### src/rtl/cpu_run_ctrl.sv
// cpu_run_ctrl: run controller for the single-cycle CPU.
// It sequences the CPU reset, the one-cycle PC load, free-run with an optional
// cycle limit, single-step, and PC breakpoints.
// Build option: define CPU_RUN_BP_EN to build the BP_N PC breakpoint comparators.
// Without it, bp_addr, bp_en and pc are ignored and bp_hit stays 0.
//
// state  | meaning
// -------+------------------------------------------------------------
// IDLE   | CPU held in reset, waiting for start
// CRST   | CPU reset held for RST_CYCLES cycles after start
// LOAD   | one-cycle set_pc strobe; counts as the first CPU cycle
// RUN    | free-run; leaves on limit, halt_req or breakpoint
// STEP   | one CPU cycle requested from HALT
// HALT   | CPU stopped, done=1; accepts step or start
module cpu_run_ctrl #(
  parameter int PC_W       = 32,
  parameter int CNT_W      = 32,
  parameter int RST_CYCLES = 4,
  parameter int BP_N       = 2
) (
  input  logic                 clk,
  input  logic                 Reset,
  input  logic                 start,
  input  logic                 step,
  input  logic                 halt_req,
  input  logic [CNT_W-1:0]     run_limit,
  input  logic [PC_W-1:0]      pc,
  input  logic [BP_N*PC_W-1:0] bp_addr,
  input  logic [BP_N-1:0]      bp_en,
  output logic                 cpu_rst,
  output logic                 set_pc,
  output logic                 cpu_en,
  output logic [CNT_W-1:0]     cycle_cnt,
  output logic                 done,
  output logic [BP_N-1:0]      bp_hit
);

  localparam int RC_W = (RST_CYCLES > 1) ? $clog2(RST_CYCLES) : 1;
  localparam logic [RC_W-1:0] RC_LOAD = RC_W'(RST_CYCLES - 1);

  typedef enum logic [2:0] {
    S_IDLE = 3'd0,
    S_CRST = 3'd1,
    S_LOAD = 3'd2,
    S_RUN  = 3'd3,
    S_STEP = 3'd4,
    S_HALT = 3'd5
  } state_t;

  state_t           state;
  logic [RC_W-1:0]  rst_cnt;
  logic [CNT_W-1:0] limit_q;
  logic             cpu_en_q;
  logic [BP_N-1:0]  bp_match;
  logic             bp_stop;
  logic             limit_hit;
  logic [CNT_W-1:0] cnt_next;

`ifdef CPU_RUN_BP_EN
  // Per-comparator PC match against enabled breakpoint addresses
  always_comb begin
    bp_match = '0;
    for (int i = 0; i < BP_N; i++) begin
      bp_match[i] = bp_en[i] && (pc == bp_addr[i*PC_W +: PC_W]);
    end
  end
`else
  logic unused_bp;
  assign unused_bp = ^{pc, bp_addr, bp_en};
  assign bp_match  = '0;
`endif

  // A breakpoint must stop the instruction at pc from executing. The match is
  // only known during the cycle itself, so the registered enable is gated here.
  assign bp_stop   = (state == S_RUN) && (|bp_match);
  assign cpu_en    = cpu_en_q && !bp_stop;

  // cycle_cnt holds the number of completed CPU cycles, so the current cycle is cycle_cnt+1
  assign limit_hit = (limit_q != '0) && ((cycle_cnt + CNT_W'(1)) == limit_q);
  assign cnt_next  = (&cycle_cnt) ? cycle_cnt : cycle_cnt + CNT_W'(1);

  // Sequencer: state plus all registered outputs
  always_ff @(posedge clk or posedge Reset) begin
    if (Reset) begin
      state     <= S_IDLE;
      rst_cnt   <= '0;
      limit_q   <= '0;
      cpu_rst   <= 1'b1;
      set_pc    <= 1'b0;
      cpu_en_q  <= 1'b0;
      cycle_cnt <= '0;
      done      <= 1'b0;
      bp_hit    <= '0;
    end else begin
      case (state)
        S_IDLE, S_HALT: begin
          if (start) begin
            state     <= S_CRST;
            rst_cnt   <= RC_LOAD;
            limit_q   <= run_limit;
            cycle_cnt <= '0;
            bp_hit    <= '0;
            cpu_rst   <= 1'b1;
            done      <= 1'b0;
          end else if (step && (state == S_HALT)) begin
            state    <= S_STEP;
            cpu_en_q <= 1'b1;
            done     <= 1'b0;
          end
        end
        S_CRST: begin
          if (rst_cnt == '0) begin
            state    <= S_LOAD;
            cpu_rst  <= 1'b0;
            set_pc   <= 1'b1;
            cpu_en_q <= 1'b1;
          end else begin
            rst_cnt <= rst_cnt - RC_W'(1);
          end
        end
        S_LOAD: begin
          set_pc    <= 1'b0;
          cycle_cnt <= cnt_next;
          if (limit_hit) begin
            state    <= S_HALT;
            cpu_en_q <= 1'b0;
            done     <= 1'b1;
          end else begin
            state <= S_RUN;
          end
        end
        S_RUN: begin
          if (bp_stop) begin
            state    <= S_HALT;
            cpu_en_q <= 1'b0;
            done     <= 1'b1;
            bp_hit   <= bp_match;
          end else begin
            cycle_cnt <= cnt_next;
            if (limit_hit || halt_req) begin
              state    <= S_HALT;
              cpu_en_q <= 1'b0;
              done     <= 1'b1;
            end
          end
        end
        S_STEP: begin
          state     <= S_HALT;
          cycle_cnt <= cnt_next;
          cpu_en_q  <= 1'b0;
          done      <= 1'b1;
        end
        default: begin
          state    <= S_IDLE;
          cpu_rst  <= 1'b1;
          set_pc   <= 1'b0;
          cpu_en_q <= 1'b0;
          done     <= 1'b0;
        end
      endcase
    end
  end

endmodule

### config.mk
export PLATFORM = sky130hd
export DESIGN_NAME = cpu_run_ctrl
export DESIGN_NICKNAME = d
export VERILOG_FILES = /design/src/rtl/cpu_run_ctrl.sv
export SDC_FILE = /design/constraint.sdc
export NUM_CORES = 1
export LEC_CHECK = 0
export BUFFER_PORTS_ARGS = -buffer_cell sky130_fd_sc_hd__buf_2
export CAP_MARGIN = 20
export CELL_PAD_IN_SITES_DETAIL_PLACEMENT = 0
export CELL_PAD_IN_SITES_GLOBAL_PLACEMENT = 1
export CORE_ASPECT_RATIO = 0.75
export CORE_MARGIN = 3
export CORE_UTILIZATION = 35
export CTS_BUF_LIST = sky130_fd_sc_hd__clkbuf_8
export DETAILED_ROUTE_END_ITERATION = 8
export PLACE_DENSITY = 0.76
export SLEW_MARGIN = 10
export SYNTH_ARGS = -nofsm -noshare
export SYNTH_HDL_FRONTEND = slang
export SYNTH_SLANG_ARGS = --single-unit
### constraint.sdc
create_clock -name clk -period 3.7 [get_ports clk]
set_clock_uncertainty 0.1 [all_clocks]
set_input_delay 0.74 -clock clk [delete_from_list [all_inputs] [get_ports clk]]
set_output_delay 0.74 -clock clk [all_outputs]
set_load 0.01 [all_outputs]
==> impl_metrics.tcl <==
set metrics [dict create \
    r2r_end "cpu_en$_DFFE_PP0P_" \
    synth-compound-area-share_pct 16.3 \
    cp-end-kind "flop" \
    path_max_fanout 10 \
    min_from "limit_q[14]$_DFFE_PP0P_" \
    cts_made_buffers 9 \
    ios 173 \
    pre_cts_ws_ns 0.218 \
    slew_headroom_pct 38.0 \
    max_stage_delay_ns 0.54 \
    powerDensity_mw_per_mm2 619 \
    synth_area_mm2 0.00474 \
    drtIter0Drc 426 \
    max_freq_mhz 296 \
    hold_viol_final 0 \
    grt_max_degree 74 \
    synth_xor_area_share_pct 9.59 \
    final_common_cell "nand2_1" \
    dp_hpwl_mm 10.8 \
    hold_path_end "limit_q[14]$_DFFE_PP0P_" \
    yosys_register_bits 73 \
    r2r-start "cycle_cnt[0]$_DFFE_PP0P_" \
    drtPass1Iterations 5 \
    r2r_setup_slack_ns 0.33 \
    outcome "completed" \
    cts_tree "built" \
    syn_avg_cell_area_um2 8.11 \
    place_inst 805 \
    die-area_mm2 0.0150 \
    vias 4583 \
    synth-simple-area-share_pct 29.4 \
    antenna_found_initial 0 \
    gp_congestion 0.894 \
    rows 36 \
    cp.arrival_ns 3.53 \
    first_global_vias 4285 \
    wire_per_inst_um 17.7 \
    synth_top_family_by_area "simple AND/OR/NAND/NOR gates" \
    die_h_um 107 \
    drc_errors 0 \
    muxShareOfSynthArea_pct 0.238 \
    rsz0062_at_grt "no" \
    path_cells "ha_1, nand3_2, nor4_2, nand4_1, nor3_1, o221ai_1, or4_4, nor2b_4, a211o_1" \
    final_cell_mix "138 x nand2_1, 72 x dfrtp_1, 72 x buf_2" \
    synthAdderAreaFrac_pct 0.528 \
    rr_worst_depth 9 \
    dpl_cell_area_mm2 0.00531 \
    vias_per_cell 5.58 \
    clk_pin_slew_ns 0.08 \
    core_mm2 0.0131 \
    ys.flop_type "dfrtp_1" \
    ys_async_sr_fraction_pct 100 \
    final_cell_area_mm2 0.00550 \
    area_growth_pct 16.2 \
    synth_edf_count 0 \
    postSynthCellCount 584 \
    criticalPathCategory "flop to flop" \
    clock_latency_ns 0.37 \
    hold_class "flop to flop" \
    whs_ns 0.444 \
    nets 782 \
    totalWireLength_mm 14.5 \
    ys_seq_area_share_pct 38.6 \
    fin_cells 821 \
    root_buffer "clkbuf_8" \
    setup_viol 0 \
    cap_viol_max_count 0 \
    cts_buffer_depth 2 \
    die_w_um 140 \
    grt_overflow 0 \
    crit_slowest_cell "or4_4" \
    synth_cell_types 68 \
    drv_slew 0 \
    yosys_warnings 0 \
    postLayoutSetupSlackWorst_ns 0.326 \
    hold_buffers 0 \
    start_util_pct 36.1 \
    start_kind "flop" \
    ir_drop_mv 0.230 \
    fin_crit_sh_pct 91.2 \
    drive_gt1_share_pct 20.2 \
    tns_ns 0 \
    cp.required_ns 3.85 \
    grt_pass1_wl_mm 23.2 \
    htreeDepth 3 \
    port_buffers 72 \
    period_needed_ns 3.37 \
    grt.total_usage_pct 19.8 \
    antenna_cells 0 \
    ant_nets 0 \
    p_leak_nw 2.44 \
    clock-sinks 73 \
    hold_path_depth 2 \
    worst_pin_slew_ns 0.931 \
]
-- worst max-delay path by stage --
stage	start	to	slack, ns	cells past startpoint
finish	cycle_cnt[0]$_DFFE_PP0P_	cpu_en$_DFFE_PP0P_	0.33	9
global route	cycle_cnt[0]$_DFFE_PP0P_	cpu_en$_DFFE_PP0P_	0.15	9
CTS	cycle_cnt[0]$_DFFE_PP0P_	cpu_en$_DFFE_PP0P_	0.22	9
detailed placement	cycle_cnt[0]$_DFFE_PP0P_	cpu_en$_DFFE_PP0P_	0.22	9
global placement	cycle_cnt[0]$_DFFE_PP0P_	cpu_en$_DFFE_PP0P_	0.39	9
floorplan	cycle_cnt[23]$_DFFE_PP0P_	cpu_en$_DFFE_PP0P_	0.70	9
-- critical path: cells and delay by family (launching register included) --
kind	cells	cell delay (ns)
flip-flops	1	0.53
AND/OR/NAND/NOR	6	1.97
adder cells (fa/ha/maj)	1	0.31
AO/OA/AOI/OAI	2	0.37
-- cell type report --
type / count / area (um^2)
Timing Repair Buffer: 94 / 526
Clock inverter: 6 / 48.8
Clock buffer: 10 / 138
Inverter: 14 / 52.6
Tap cell: 171 / 214
Sequential cell: 73 / 1830
Multi-Input combinational cell: 453 / 2700
Fill cell: 1343 / 7600
-- layer usage --
metal | track usage (%) | up-vias | part of all wire (%)
li1 | - | 2173 | -
met1 | 31.3 | 2182 | 51
met2 | 26.5 | 211 | 39
met3 | 5.39 | 17 | 8.7
met4 | 3.73 | 0 | 1.1
met5 | 0 | - | 0
-- report_power, final --
part           internal (mW)  switching [mW]
registers               1.02           0.370
clock network          0.269           0.348
logic                  0.593           0.801
-- state kept, by name, summed over array words and instances (netlist names) --
register   flops
cpu_en         1
limit_q       32
done           1
cycle_cnt     32
rst_cnt        2
state          3
set_pc         1
cpu_rst        1
-- cell families (layout without fill, tap and decap cells) --
family	after synthesis	count (layout)
other	1	2
flip-flops	73	73
adder cells (fa/ha/maj)	2	2
AND/OR/NAND/NOR	278	278
buffers and inverters	59	124
AO/OA/AOI/OAI	123	123
XOR/XNOR	47	47
multiplexers	1	1
-- synthesized netlist by cell type (5+ instances only) --
master,number,area [um^2]
a21oi_1,22,110
a31oi_1,6,37.5
and3_1,8,50.1
buf_2,11,55.1
clkbuf_1,29,109
dfrtp_1,72,1800
inv_1,14,52.6
nand2_1,138,518
nand2b_1,6,37.5
nand3_1,23,115
nand4_1,15,93.8
nor2_1,23,86.3
nor2b_1,9,56.3
nor3_1,11,55.1
nor4_1,11,68.8
o211ai_1,5,37.5
o21ai_0,47,235
o31ai_1,14,105
xnor2_1,32,280
xor2_1,12,105
-- what timing repair did --
action	CTS	global route
setup endpoints to repair	0	1
gates resized for setup	0	1
setup buffers	0	0
-- per-stage QoR --
stage	power [mW]	util, %
CTS	3.40	41.9
finish	3.41	42.0
global route	3.65	42.0
floorplan	2.31	-
global placement	2.73	40.5
detailed placement	2.79	40.5
Note: power is estimated with default switching activity, not from simulation.
